### src/rtl/write_buffer_pkg.sv
// Shared memory-subsystem definitions: memory FSM encoding, buffered entry layout, depth default.
package write_buffer_pkg;

    localparam int WB_DEPTH = 4;

    typedef enum logic [1:0] {
        IDLE  = 2'd0,
        WRITE = 2'd1,
        READ  = 2'd2
    } mem_state_t;

    typedef struct packed {
        logic [31:0] addr;
        logic [31:0] data;
    } wb_entry_t;

endpackage

### src/rtl/write_buffer_fifo.sv
// Circular entry store for the write buffer; exposes head entry and whole array for address matching.
// Latency: a pushed entry is visible on head/entries/count the cycle after the push edge.
// Backpressure: push is ignored while full and pop is ignored while empty; the caller gates both.
module wb_fifo
    import write_buffer_pkg::*;
#(
    parameter int DEPTH = WB_DEPTH
) (
    input  logic                     clk,
    input  logic                     reset,
    input  logic                     push,
    input  wb_entry_t                push_entry,
    input  logic                     pop,
    output logic                     full,
    output logic                     empty,
    output logic [$clog2(DEPTH):0]   count,
    output wb_entry_t                head,
    output wb_entry_t                entries [DEPTH],
    output logic [$clog2(DEPTH)-1:0] head_ptr
);

    localparam int PW = $clog2(DEPTH);
    localparam int CW = PW + 1;

    logic [PW-1:0] tail_ptr;
    logic          do_push;
    logic          do_pop;

    assign full    = (count == CW'(DEPTH));
    assign empty   = (count == '0);
    assign do_push = push && !full;
    assign do_pop  = pop && !empty;
    assign head    = entries[head_ptr];

    always_ff @(posedge clk) begin
        if (reset) begin
            head_ptr <= '0;
            tail_ptr <= '0;
            count    <= '0;
        end else begin
            if (do_push) tail_ptr <= tail_ptr + PW'(1);
            if (do_pop)  head_ptr <= head_ptr + PW'(1);
            case ({do_push, do_pop})
                2'b10:   count <= count + CW'(1);
                2'b01:   count <= count - CW'(1);
                default: ;
            endcase
        end
    end

    // Payload needs no reset: count and pointers define which slots are live.
    always_ff @(posedge clk) begin
        if (do_push) entries[tail_ptr] <= push_entry;
    end

endmodule

### src/rtl/write_buffer.sv
// Posted-write buffer between data cache and memory; optional read forwarding via WRITE_BUFFER_FORWARD_EN.
// Latency: write ack one cycle after accept; read data one cycle after memory_response (forward hit: one cycle).
// Backpressure: writes stall while full; reads wait for a full drain unless forwarding lets a miss bypass.
module write_buffer
    import write_buffer_pkg::*;
#(
    parameter int DEPTH = WB_DEPTH
) (
    input  logic        clk,
    input  logic        reset,
    input  logic        cache_read_request,
    input  logic        cache_write_request,
    input  logic [31:0] cache_addr,
    input  logic [31:0] cache_write_data,
    output logic        cache_response,
    output logic [31:0] cache_read_data,
    output logic        memory_read_request,
    output logic        memory_write_request,
    output logic [31:0] memory_addr,
    output logic [31:0] memory_write_data,
    input  logic        memory_response,
    input  logic [31:0] memory_read_data
);

    localparam int PW = $clog2(DEPTH);
    localparam int CW = PW + 1;

    mem_state_t    state, state_next;
    logic          fifo_push, fifo_pop, fifo_full, fifo_empty;
    logic [PW:0]   fifo_count;
    wb_entry_t     fifo_head;
    wb_entry_t     fifo_entries [DEPTH];
    logic [PW-1:0] fifo_head_ptr;
    logic          rd_req_ok, read_eligible, fwd_take, read_done;
    logic [31:0]   fwd_data;
    logic          mem_rd_next, mem_wr_next;
    logic [31:0]   mem_addr_next, mem_data_next;

    // While the ack pulse is out the cache is still holding the old request; ignore it.
    assign fifo_push = cache_write_request && !fifo_full && !cache_response;
    assign rd_req_ok = cache_read_request && !cache_write_request && !cache_response;

    wb_fifo #(.DEPTH(DEPTH)) u_fifo (
        .clk        (clk),
        .reset      (reset),
        .push       (fifo_push),
        .push_entry ({cache_addr, cache_write_data}),
        .pop        (fifo_pop),
        .full       (fifo_full),
        .empty      (fifo_empty),
        .count      (fifo_count),
        .head       (fifo_head),
        .entries    (fifo_entries),
        .head_ptr   (fifo_head_ptr)
    );

`ifdef WRITE_BUFFER_FORWARD_EN
    logic          fwd_hit;
    logic [PW-1:0] fwd_idx;

    // Walk oldest to youngest so the last match seen is the youngest store.
    always_comb begin
        fwd_hit  = 1'b0;
        fwd_data = '0;
        fwd_idx  = '0;
        for (int i = 0; i < DEPTH; i++) begin
            fwd_idx = fifo_head_ptr + PW'(i);
            if (CW'(i) < fifo_count && fifo_entries[fwd_idx].addr[31:2] == cache_addr[31:2]) begin
                fwd_hit  = 1'b1;
                fwd_data = fifo_entries[fwd_idx].data;
            end
        end
    end

    assign fwd_take      = rd_req_ok && fwd_hit && (state != READ);
    assign read_eligible = rd_req_ok && !fwd_hit;
`else
    logic unused_fwd;

    always_comb begin
        unused_fwd = ^fifo_head_ptr;
        for (int i = 0; i < DEPTH; i++) begin
            unused_fwd = unused_fwd ^ (^fifo_entries[i]);
        end
    end

    assign fwd_take      = 1'b0;
    assign fwd_data      = '0;
    assign read_eligible = rd_req_ok && fifo_empty;
`endif

    always_comb begin
        state_next    = state;
        mem_rd_next   = 1'b0;
        mem_wr_next   = 1'b0;
        mem_addr_next = '0;
        mem_data_next = '0;
        fifo_pop      = 1'b0;
        read_done     = 1'b0;
        case (state)
            IDLE: begin
                if (read_eligible) begin
                    state_next    = READ;
                    mem_rd_next   = 1'b1;
                    mem_addr_next = cache_addr;
                end else if (!fifo_empty) begin
                    state_next    = WRITE;
                    mem_wr_next   = 1'b1;
                    mem_addr_next = fifo_head.addr;
                    mem_data_next = fifo_head.data;
                end
            end
            WRITE: begin
                if (memory_response) begin
                    state_next = IDLE;
                    fifo_pop   = 1'b1;
                end else begin
                    mem_wr_next   = 1'b1;
                    mem_addr_next = fifo_head.addr;
                    mem_data_next = fifo_head.data;
                end
            end
            READ: begin
                if (memory_response) begin
                    state_next = IDLE;
                    read_done  = 1'b1;
                end else begin
                    mem_rd_next   = 1'b1;
                    mem_addr_next = cache_addr;
                end
            end
            default: state_next = IDLE;
        endcase
    end

    always_ff @(posedge clk) begin
        if (reset) begin
            state                <= IDLE;
            memory_read_request  <= 1'b0;
            memory_write_request <= 1'b0;
            memory_addr          <= '0;
            memory_write_data    <= '0;
            cache_response       <= 1'b0;
            cache_read_data      <= '0;
        end else begin
            state                <= state_next;
            memory_read_request  <= mem_rd_next;
            memory_write_request <= mem_wr_next;
            memory_addr          <= mem_addr_next;
            memory_write_data    <= mem_data_next;
            cache_response       <= fifo_push || read_done || fwd_take;
            if (read_done)
                cache_read_data <= memory_read_data;
            else if (fwd_take)
                cache_read_data <= fwd_data;
        end
    end

endmodule

### config.mk
export PLATFORM = sky130hd
export DESIGN_NAME = write_buffer
export DESIGN_NICKNAME = d
export VERILOG_FILES = /design/src/rtl/write_buffer_pkg.sv /design/src/rtl/write_buffer_fifo.sv /design/src/rtl/write_buffer.sv
export SDC_FILE = /design/constraint.sdc
export NUM_CORES = 1
export LEC_CHECK = 0
export CAP_MARGIN = 40
export CORE_MARGIN = 3
export CORE_UTILIZATION = 55
export DETAILED_ROUTE_END_ITERATION = 10
export DONT_BUFFER_PORTS = 1
export GPL_TIMING_DRIVEN = 0
export PLACE_DENSITY = 0.7
export SLEW_MARGIN = 5
export SYNTH_ARGS = -nofsm -noshare
export SYNTH_HDL_FRONTEND = slang
export SYNTH_SLANG_ARGS = --single-unit
### constraint.sdc
create_clock -name clk -period 4 [get_ports clk]
set_clock_uncertainty 0.05 [all_clocks]
set_input_delay 0.4 -clock clk [delete_from_list [all_inputs] [get_ports clk]]
set_output_delay 0.4 -clock clk [all_outputs]
set_load 0.1 [all_outputs]
==> Word-level counts from Yosys, hierarchy flattened <==
Index checks and enable logic that the tools add are counted.
{ "totals": {"output_inout_bits": 99, "input_bits": 101, "register_bits": 364, "word_cells": 81} }
{ "op_classes": {"addsub": 4, "eq_ne": 7, "n_mux": 29, "magnitude_cmp": 3, "bitwise_logic": 2, "reduce_logical": 18} }
{ "op_table": {"columns": ["operator", "count"], "rows": [
  ["256-bit bitwise mux", 1],
  ["32-bit two-way mux", 7],
  ["64-bit two-way mux", 3],
  ["64-bit binary-select mux with 2-bit select", 1],
  ["64-bit demux with 2-bit select", 1],
  ["32-bit one-hot mux with 3 select lines", 1],
  ["32-bit one-hot mux with 2 select lines", 1],
  ["1-bit logical AND", 8],
  ["1-bit two-way mux", 7],
  ["3-bit >= comparator (second input constant)", 2],
  ["2-bit two-way mux", 3],
  ["2-bit NOT with 3-bit output", 2],
  ["3-bit one-hot mux with 2 select lines", 1],
  ["2-bit by 1-bit adder with 2-bit output (second input constant)", 2],
  ["2-bit by 1-bit == test with 1-bit output (second input constant)", 2],
  ["2-bit == test (second input constant)", 2],
  ["1-bit logical NOT", 4],
  ["1-bit one-hot mux with 2 select lines", 2],
  ["2-bit one-hot mux with 2 select lines", 1],
  ["3-bit by 1-bit adder with 3-bit output (second input constant)", 1],
  ["3-bit == test (second input constant)", 1],
  ["3-bit logical NOT", 1],
  ["3-bit by 1-bit less-than comparator with 1-bit output (second input constant)", 1],
  ["3-bit != test (second input constant)", 1],
  ["other kinds (7)", 7]
]} }

==> Depth between registers and ports, before layout <==
{ "depth": {"word_depth": 7, "mapped_depth": 9, "ltp_nobuf": 9} }

==> Cells and area by module <==
Synthesis repeated with hierarchy kept, for this count alone.
{ "hier_totals": {"cells_unflattened": 696, "hier_area_um2": 12913.6} }
{ "modules_own_cells": {"columns": ["mod", "seq_area_each_um2", "area_per_inst_um2", "instances", "cells_per_inst"], "rows": [
  ["wb_fifo", 7827.5, 9651.8, 1, 384],
  ["write_buffer", 2021.9, 3261.9, 1, 312]
]} }

==> Worst setup path after synthesis <==
No wires, ideal clock.
{ "synth_path": {"path_type": "register to register", "startpoint": "register cache_response", "endpoint": "register u_fifo.entries[0] in the netlist's numbering, enable pin", "n_path_buf": 0, "arrival_ns": 2.672, "path_stages_with_launch": 3, "required_ns": 3.521, "slack_ns": 0.849, "setup_time_ns": 0.429, "period_less_slack_ns": 3.151, "cell_sequence": "dfxtp_1 -> nor2b_1 -> and3_1"} }
{ "synth_between": {"elab_chain_cells": 3} }
{ "synth_lines": {"columns": ["item", "line", "source"], "rows": [
  ["start: declaration", "write_buffer.sv:15", "output logic cache_response,"],
  ["start signal: assignment", "write_buffer.sv:151", "cache_response <= fifo_push || read_done || fwd_take;"],
  ["1-bit logical NOT", "write_buffer.sv:40", "assign fifo_push = cache_write_request && !fifo_full && !cache_response;"],
  ["1-bit logical AND", "write_buffer.sv:40", null],
  ["1-bit logical AND", "write_buffer_fifo.sv:31", "assign do_push = push && !full;"],
  ["end signal: indexed assignment", "write_buffer_fifo.sv:53", "if (do_push) entries[tail_ptr] <= push_entry;"],
  ["end: declaration", "write_buffer_fifo.sv:18", "output wb_entry_t entries [DEPTH],"]
]} }
No other way between the ends.
A chain may end at the register's enable or synchronous reset.

==> Final worst setup path <==
{ "layout_path": {"startpoint": "register u_fifo.count[2]", "endpoint": "register u_fifo.count[2]"} }
{ "layout_between": {"elab_chain_cells": 7, "elab_cells_between_ends": 14, "cone_classes": "add/sub: 2; eq/ne: 3; mux: 1; reduce/logical: 8"} }
{ "layout_lines": {"columns": ["item", "line", "source"], "rows": [
  ["start: declaration", "write_buffer_fifo.sv:16", "output logic [$clog2(DEPTH):0] count,"],
  ["start signal: assignment", "write_buffer_fifo.sv:44", "2'b10: count <= count + CW'(1);"],
  ["start signal: assignment", "write_buffer_fifo.sv:45", "2'b01: count <= count - CW'(1);"],
  ["3-bit == test", "write_buffer_fifo.sv:29", "assign full = (count == CW'(DEPTH));"],
  ["1-bit logical NOT", "write_buffer_fifo.sv:31, write_buffer.sv:40", null],
  ["1-bit logical AND (2 in series)", "write_buffer.sv:40", null],
  ["1-bit logical AND", "write_buffer_fifo.sv:31", null],
  ["2-bit by 1-bit == test with 1-bit output or 2-bit == test (tied branches)", "write_buffer_fifo.sv:43", "case ({do_push, do_pop})"],
  ["3-bit one-hot mux with 2 select lines or 2-bit nonzero test (tied branches)", null, null]
]} }
Several ways; a longest one is shown, not always the timed one.

==> impl_results.md <==
- Routed WL: 29500 um
- TNS Setup: 0 ns
- Status: finished clean
- Largest net degree at the start of global routing: 34
- Share of cells above drive strength 1: 0.261
- Syn_nets: 810
- Area Growth Syn to Fin: 33.7%
- RR Startpoint: u_fifo.count[2]
- FF+latch count, synth: 364
- Num rows: 55
- Final ANT Viol Nets: 0
- Largest fanout on the critical path: 7
- Die height: 159 um
- Sw frac: 0.294
- Largest delay contributor family on the critical path: simple AND/OR/NAND/NOR gates
- Crit Reg-Reg Endpoint: u_fifo.count[2]
- Total gr overflow: 0
- CTS Buffer Depth: 3
- Clock sink total: 364
- Pleak: approximately 5.9 nW
- Clk root buf: clkbuf_16
- Mapped Avg Cell Area: 18.5 sq um
- Routed len/inst: around 23 um
- Critical Path Source Type: register
- Max Fclk: a little under 400 MHz
- Area of the core: 22900 sq um
- Synth unique cells: 38
- Max Cap Viol: 0
- CTS resizes: 0
- Top post-synthesis cells by area: edfxtp_1 (59%), dfxtp_1 (17%), mux4_2 (11%), a32o_1 (2.5%), nand2_1 (1.9%)
- Post-synth top area cell: edfxtp_1
- Max-slew headroom: 0.493
- Top cell type's share of synthesized area: 0.593
- WS Path Type: register to register
- IO buf count: 0
- Flop2flop setup slack: 1.44 ns
- Req. time, crit path: approximately 4.4 ns
- Reg clk slew, reported paths: about 0.06 ns
- Seq pwr share: 0.434
- Initial Utilization: 0.565
- H-tree depth: 2
- Vias: about 7400
- Drt pass-1 iters: 5
- Worst-path cell chain: or3b_1, clkbuf_1, nand2_1, ha_1, inv_1, fa_1, xor2_1, or3_1, a21oi_1
- Post CTS Setup Buffer Count: 0
- R2R depth: 9
- WP data arrival: 2.94 ns
- First-pass GRT wire length: approximately 46000 um
- # IOs: 200
- Die area: 25400 sq um
- Yosys warns: 0
- GPL Wtd Cong: a little under 0.8
- PD cells: between 500 and 600 nW/um^2
- Worst Tran Pin Value: 0.761 ns
- Cell area after synthesis: 13000 sq um
- Pint: 7.29 mW
- HPWL after detailed placement: 17300 um
- Tcrit/Tclk final: 0.639
- Clock buffer count from CTS: 37
- CP bufs+invs: 2
- Vias per inst: 5.82
- Unrepaired setup endpoints after global routing: false
- Setup crit end kind: register
- Vias in the first global route: 8145
- Hold Worst Slack: 0.00394 ns
- Cells after synthesis: roughly 700
- Final Max Tran Viols: 0
- Worst path depth: 9
- Final min period: ~2.6 ns
- First DRT Iteration DRCs: 675
- Net Switching: 3.03 mW
- Number of nets in the layout: roughly 1000
- Final instance area: 17300 sq um
- Die W: 159 um
- Combinational Power Share: 0.221
- Worst vdd rail ir drop: 0.485 mV
- Worst Hold Class: input port to register
- Final Hold Viols: 0
- Sequential area share after synthesis: 0.760
- GRT Total Usage: 0.231
- Delay of the slowest critical-path stage: 0.42 ns
- Total Power: 10.3 mW
- Placed Area: 15100 sq um
- CTS Hold Bufs: 91
- Worst-skew pair later-pin latency: a little over 0.5 ns
- Initial antenna violation count: 1
- CP Launch Point: u_fifo.count[2]
- CTS tree: built
- Finish-stage setup viols: 0
- Drc violations: 0
- Critical path endpoint: u_fifo.count[2]
- Worst path slowest cell: dfxtp_1
- Clock share of power: 0.345
[power by group through the flow]
stage	Clock, mW	Sequential (mW)	Combinational (mW)
after detailed placement	0	4.55	2.17
after CTS	3.61	4.48	2.28
after floorplan	0	5.48	0.485
final	3.56	4.48	2.28
after global routing	3.79	4.50	2.36
after global placement	0	5.53	0.627
[synth_stat cells]
library cell    n
o32ai_1         1
nor3_2          1
ha_1            9
buf_12          3
a32o_1         33
o21ai_0         3
mux4_2         64
nor2b_1        35
o21ai_1         1
nand3_1         2
clkinv_1        1
buf_6           1
and3_1          4
nor2_1          7
clkbuf_1       15
fa_1            1
nand2_1        67
xnor2_1         1
nor3b_1         2
inv_2           1
xor2_1          2
or3b_1          1
buf_4           6
o31a_1          1
and2_1          1
o21a_1          2
a31o_1          1
or3_1           1
inv_1           8
a211oi_1        1
a21oi_1        39
edfxtp_1      256
buf_8           1
nand3b_1        1
o311a_1         1
buf_2          14
nand2b_1        3
dfxtp_1       108
[state kept, by name, summed over array words and instances (netlist names), 2 cells and up]
| name | count |
|---|---|
| memory_write_data | 32 |
| u_fifo.head_ptr | 2 |
| u_fifo.count | 3 |
| u_fifo.tail_ptr | 2 |
| cache_read_data | 32 |
| u_fifo.entries | 256 |
| state | 2 |
| memory_addr | 32 |
[layout make-up]
cell class	instances	area [sq um]
well taps	313	392
fillers	1215	5600
clock buffers	52	1030
diodes	1	2.50
inverters	10	37.5
multi-input cells	285	2830
plain buffers	40	258
repair buffers	197	2680
clock inverters	15	233
flip-flops and latches	364	9850
[through the flow]
| step | instances | setup slack [ns] | util |
|---|---|---|---|
| after CTS | 1273 | 1.49 | 0.754 |
| after detailed placement | 1115 | 1.51 | 0.659 |
| after global routing | 1277 | 1.26 | 0.756 |
| after global placement | 1012 | -0.491 | 0.582 |
| after floorplan | 699 | 0.849 | - |
| final | 1277 | 1.44 | 0.756 |
[worst min path at each step]
stage	startpoint	slack, ns	to	cells past startpoint
global route	cache_addr[10]	0.005	memory_addr[10]	1
floorplan	u_fifo.tail_ptr[0]	0.43	u_fifo.tail_ptr[0]	2
global placement	u_fifo.tail_ptr[0]	0.45	u_fifo.tail_ptr[0]	2
CTS	cache_addr[21]	0.00008	memory_addr[21]	1
finish	memory_read_data[5]	0.004	cache_read_data[5]	2
detailed placement	cache_read_data[21]	0.43	cache_read_data[21]	2
[routing by layer]
metal  share of wire  GRT usage  wire [um]  vias to the layer above
li1                -          -          -                     3190
met1            0.38      0.283      11100                     3740
met2            0.52      0.405      15400                      403
met3           0.065     0.0473       1910                      102
met4           0.038     0.0899       1130                        0
met5               0          0          0                        -
[cell usage in the layout, fill, tap and decap left out, types with 3 or more instances in the layout]
cell type,n
buf_12,7
nor2b_1,35
dlygate4sd3_1,94
ha_1,9
clkinv_1,3
nand2_1,67
clkbuf_16,39
buf_8,86
edfxtp_1,256
and3_4,4
nor2_1,7
inv_1,8
mux4_2,64
buf_16,14
buf_2,14
nand2b_1,3
buf_4,6
a21oi_1,39
dfxtp_1,108
clkinv_2,4
a32o_1,33
bufinv_16,6
o21ai_0,3
clkbuf_1,27
[logic make-up (layout without fill, tap and decap cells)]
| logic type | Yosys count | in the layout | synth area share |
|---|---|---|---|
| fa+ha+maj | 10 | 10 | 0.0102 |
| flops | 364 | 364 | 0.760 |
| mux | 64 | 64 | 0.111 |
| compound gates | 83 | 83 | 0.0467 |
| simple gates | 125 | 125 | 0.0467 |
| xor+xnor | 3 | 3 | 0.00203 |
| other cells | 0 | 1 | 0 |
| buf+inv | 50 | 314 | 0.0228 |
No activity file was read; power rests on OpenSTA's default activity.
==> RTL edit 1: new RTL, config.mk and constraints unchanged <==
Put one more register stage on the output `memory_write_data`, cleared by the reset. The value now appears one clock later. The other outputs are not delayed to match.
--- a/src/rtl/write_buffer.sv
+++ b/src/rtl/write_buffer.sv
@@ -26,2 +26,4 @@
     localparam int CW = PW + 1;
+
+    logic [31:0] memory_write_data_s0;
 
@@ -141,3 +143,3 @@
             memory_addr          <= '0;
-            memory_write_data    <= '0;
+            memory_write_data_s0 <= '0;
             cache_response       <= 1'b0;
@@ -149,3 +151,3 @@
             memory_addr          <= mem_addr_next;
-            memory_write_data    <= mem_data_next;
+            memory_write_data_s0 <= mem_data_next;
             cache_response       <= fifo_push || read_done || fwd_take;
@@ -158,2 +160,10 @@
 
+    always_ff @(posedge clk) begin
+        if (reset) begin
+            memory_write_data <= '0;
+        end else begin
+            memory_write_data <= memory_write_data_s0;
+        end
+    end
+
 endmodule
Function: changed (Yosys sat finds a counterexample within 4 cycles, from zero or initial values and one cycle with reset high).
==> RTL edit 1 against the unedited design <==
Cell area up 5.2%; critical path depth unchanged; via count up 6.2%; critical path type unchanged; power up 0.23%; setup slack worse by 0.020 ns; area after synthesis up 7.3%; worst hold slack better by 0.011 ns; wire length up 6.3%; largest cell class unchanged; clock power down 2%; sequential cell count up 32.
==> RTL edit 1: results (changes against the unedited design) <==
largest net degree at the start of global routing 37 (+8.8%); WL met3 2030 microns (+6.6%); vias per cell 5.79 (-0.63%); GP Congestion 0.730 (-7.3%); mux share of post-synthesis cell area 10.8% (-0.33 points); hpwl dp 18,100 microns (+4.6%); Synth area leaders edfxtp_1 (55%), dfxtp_1 (20%), mux4_2 (7.8%); Largest stage delay, worst path 0.46 ns (+0.04 ns); met3 usage 5.04% (+0.31 points); Worst Min Path Start cache_addr[1]; M2 GR Usage 40.4% (-0.097 points); initial antenna violation count 4 (+3); DP Area 0.0160 sq mm (+6.0%); XOR/XNOR Fraction of Synth Area 0.189% (-0.014 points); vias 7,897 (+6.2%); first-pass GRT wire length 47,800 microns (+4.2%); clk buf depth 3 (unchanged); nets 1,117 (+6.8%); Routed wire per std cell 22.9 microns (-0.57%); vias in the first global route 8,481 (+4.1%); sink of the worst hold path memory_addr[1]; Max-Slew Margin vs Limit 54.4% (+5.1 points); slowest cell on the critical path or3b_2; critical path arrival 2.96 ns (+0.02 ns); synthesized instance count 766 (+9.6%); Leak 0.00630 uW (+6.5%); status completed; bufs w/o clock 242 (+2.1%); signal buffers share of area 16.1% (-0.86 points); DRT Pass-1 Iters 7 (+2); ANT cells 5 (+4); Cells on Worst Hold Path 1 (-1); final hold slack 0.0150 ns (+0.0110 ns); hold_buf cts 94 (+3.3%); placed instance count 1,193 (+7.0%); Multi-input gate area 0.00311 sq mm (+9.9%); top cells by count, synth edfxtp_1 (256), dfxtp_1 (140), nand2_1 (67), nor2b_1 (64), mux4_2 (48); Fill cells 1,368 (+13%); Peak VDD IR 0.720 mV (+48%); First DRT Iteration DRCs 627 (-7.1%); syn_nets 877 (+8.3%); post-synthesis compound-gate area fraction 4.36% (-0.31 points); Seq Cell Count 396 (+8.8%); metal2 WL 16,400 microns (+7.0%); post-synthesis adder-cell area fraction 0.954% (-0.070 points); Clock-cell share 6.73% (-0.59 points); Multi-input comb cells 317 (+11%); Sequential Area 0.0105 sq mm (+6.5%); GRT Resource Usage Total 23.3% (+0.22 points)
[RTL edit 1: cell types whose count changed after synthesis, sizes merged]
cell	unedited run	this run
nor2b	35	67
inv	9	10
clkbuf	15	18
dfxtp	108	140
clkinv	1	0
[RTL edit 1: worst max-delay path by stage]
stage	startpoint	end	slack [ns]	depth (start not counted)
3_5_place_dp	u_fifo.count[2]	u_fifo.count[2]	1.43	9
2_1_floorplan	cache_response	u_fifo.entries[0]	0.85	2
5_1_grt	u_fifo.count[2]	u_fifo.count[2]	1.27	9
3_3_place_gp	cache_response	u_fifo.entries[125]	-0.46	2
6_report	u_fifo.count[2]	u_fifo.count[2]	1.42	9
4_1_cts	u_fifo.count[2]	u_fifo.count[2]	1.41	9
[RTL edit 1: report_power, final]
group	switching (uW)	internal, uW	leakage (uW)	total (uW)
clock network	1440	2050	0.000591	3490
logic	1330	711	0.00223	2040
registers	156	4660	0.00348	4810
total	2920	7420	0.00630	10300
==> RTL edit 2: new RTL, config.mk and constraints unchanged <==
Made on the original files. Set the package constant `WB_DEPTH` to 2 (it was 4).
--- a/src/rtl/write_buffer_pkg.sv
+++ b/src/rtl/write_buffer_pkg.sv
@@ -3,3 +3,3 @@
 
-    localparam int WB_DEPTH = 4;
+    localparam int WB_DEPTH = 2;
 
Check against the original RTL: no difference found for any inputs over 4 cycles, from zero or initial values and one cycle with reset high; that may be too few to reach the edited logic, so the function may still have changed.
==> RTL edit 2 against the unedited design <==
Power fell by 28%; area after synthesis down 37%; setup slack gained 0.56 ns; first-iteration DRC count shrank 37%; critical endpoint is now u_fifo.entries[98]; die area down 36%; non-clock buffer count fell by 7; sequential cell count down 131; clock power decreased by 40%; cell area decreased by 32%; highest routed layer unchanged; wire length fell by 29%.
==> RTL edit 2: results (changes against the unedited design) <==
Synth Warn # 0 (unchanged); Fill cells 633 (-48%); nets 902 (-14%); Top reg by flops u_fifo.entries; clock transition at the registers of the reported paths 0.06 ns (about the same); Leak 0.00426 uW (-28%); layout cells sized above 1 22.4% (-3.7 points); placed instance count 859 (-23%); WL final 21,100 microns (-29%); vias in the first global route 5,949 (-27%); Yosys cell types 33 (-13%); metal2 WL 11,500 microns (-25%); Psw 2600 uW (-14%); Worst R2R Path Depth 4 (-5); worst slew pin tran 0.557 ns (-0.204 ns); slowest cell on the critical path or3_1; wire length on met1 7650 microns (-31%); Peak VDD IR 0.438 mV (-9.7%); Top Family by Delay on Critical Path buffers and inverters; met3 usage 5.98% (+1.2 points); sequential area share after synthesis 73.2% (-2.8 points); Slew Limit Fails 0 (unchanged); Cells on Worst Hold Path 2 (unchanged); vias 5,473 (-26%); top sig layer met4; Routed wire per std cell 21.2 microns (-8.2%); GRT Resource Usage Total 26.2% (+3.1 points); syn_nets 683 (-16%); largest net degree at the start of global routing 34 (unchanged); critical path arrival 2.14 ns (-0.80 ns); Syn Area/Cell 14.1 sq um (-24%); initial antenna violation count 1 (unchanged); DRT Pass-1 Iters 4 (-1); hpwl dp 12,400 microns (-28%); Async SR Flop Fraction 0% (unchanged); Post-synth EDFFs 128 (-50%); htree depth 1 (-1); status completed; # resized after CTS 0 (unchanged); max FFs per register 128 (-50%); clk buf depth 3 (unchanged); root buffer cell clkbuf_16; met1 GRT Util 31.1% (+2.7 points); top cells by count, synth edfxtp_1 (128), dfxtp_1 (105), nand2_1 (98), mux2i_1 (64); cts bufs inserted 23 (-38%); Largest stage delay, worst path 0.41 ns; worst hold path class in2reg; first-pass GRT wire length 33,200 microns (-28%); WL met3 1440 microns (-24%); Synth area leaders edfxtp_1 (47%), dfxtp_1 (26%), mux2i_1 (7.9%); Worst Path Max Fanout 33 (+26); First DRT Iteration DRCs 423 (-37%); IO Port Bufs 0 (unchanged); GP Congestion 0.770 (-2.2%); M2 GR Usage 48.0% (+7.5 points)
[RTL edit 2: changes by cell type in the layout (fill, tap and decap cells not counted), sizes merged, moves of 33 or more]
cell,change
edfxtp,-128
mux2i,+64
mux4,-64
a32o,-33
nor2,+33
nor2b,-33
[RTL edit 2: stage by stage]
step           setup WS (ns)  cell area [sq um]
6_report                2.01              11800
5_1_grt                 1.88              11800
4_1_cts                 1.98              11800
3_5_place_dp            1.99              10200
3_3_place_gp          -0.505               8350
2_1_floorplan          0.582               8120
[RTL edit 2: cell type report]
type	instances	area, sq um	area share, %
antenna	1	2.50	0.0211
timing repair buffer	194	2740	23.2
multi-input combinational	302	1940	16.4
clock inverter	14	121	1.02
sequential	233	5950	50.2
clock buffer	28	624	5.27
tap	180	225	1.90
inverter	6	25.0	0.211
buffer	36	220	1.86
[RTL edit 2: worst paths after layout]
path	start	endpoint	slack [ns]
worst max register to register	cache_response	u_fifo.entries[98]	2.01
worst min register to register	u_fifo.entries[70]	memory_write_data[6]	0.43
worst min-delay path	memory_read_data[18]	cache_read_data[18]	0.01
worst max-delay path	cache_response	u_fifo.entries[98]	2.01
[RTL edit 2: power by group through the flow]
stage               Combinational (uW)  Sequential [uW]  Clock [uW]
global placement                   586             4010           0
floorplan                          462             3970           0
detailed placement                2210             3030           0
global route                      2400             3010        2230
finish                            2310             2990        2120
CTS                               2300             2990        2130
[RTL edit 2: kinds of logic after synthesis]
group                    synth area share, %
AND/OR/NAND/NOR                         7.69
flip-flops                              73.2
adder cells (fa/ha/maj)                0.771
AO/OA/AOI/OAI                           7.20
multiplexers                            7.89
XOR/XNOR                               0.216
buffers and inverters                   2.99
[RTL edit 2: timing repair]
item / in CTS / in global routing
hold endpoints to repair: 168 / 0
setup buffers: 0 / 0
hold buffers: 92 / 0
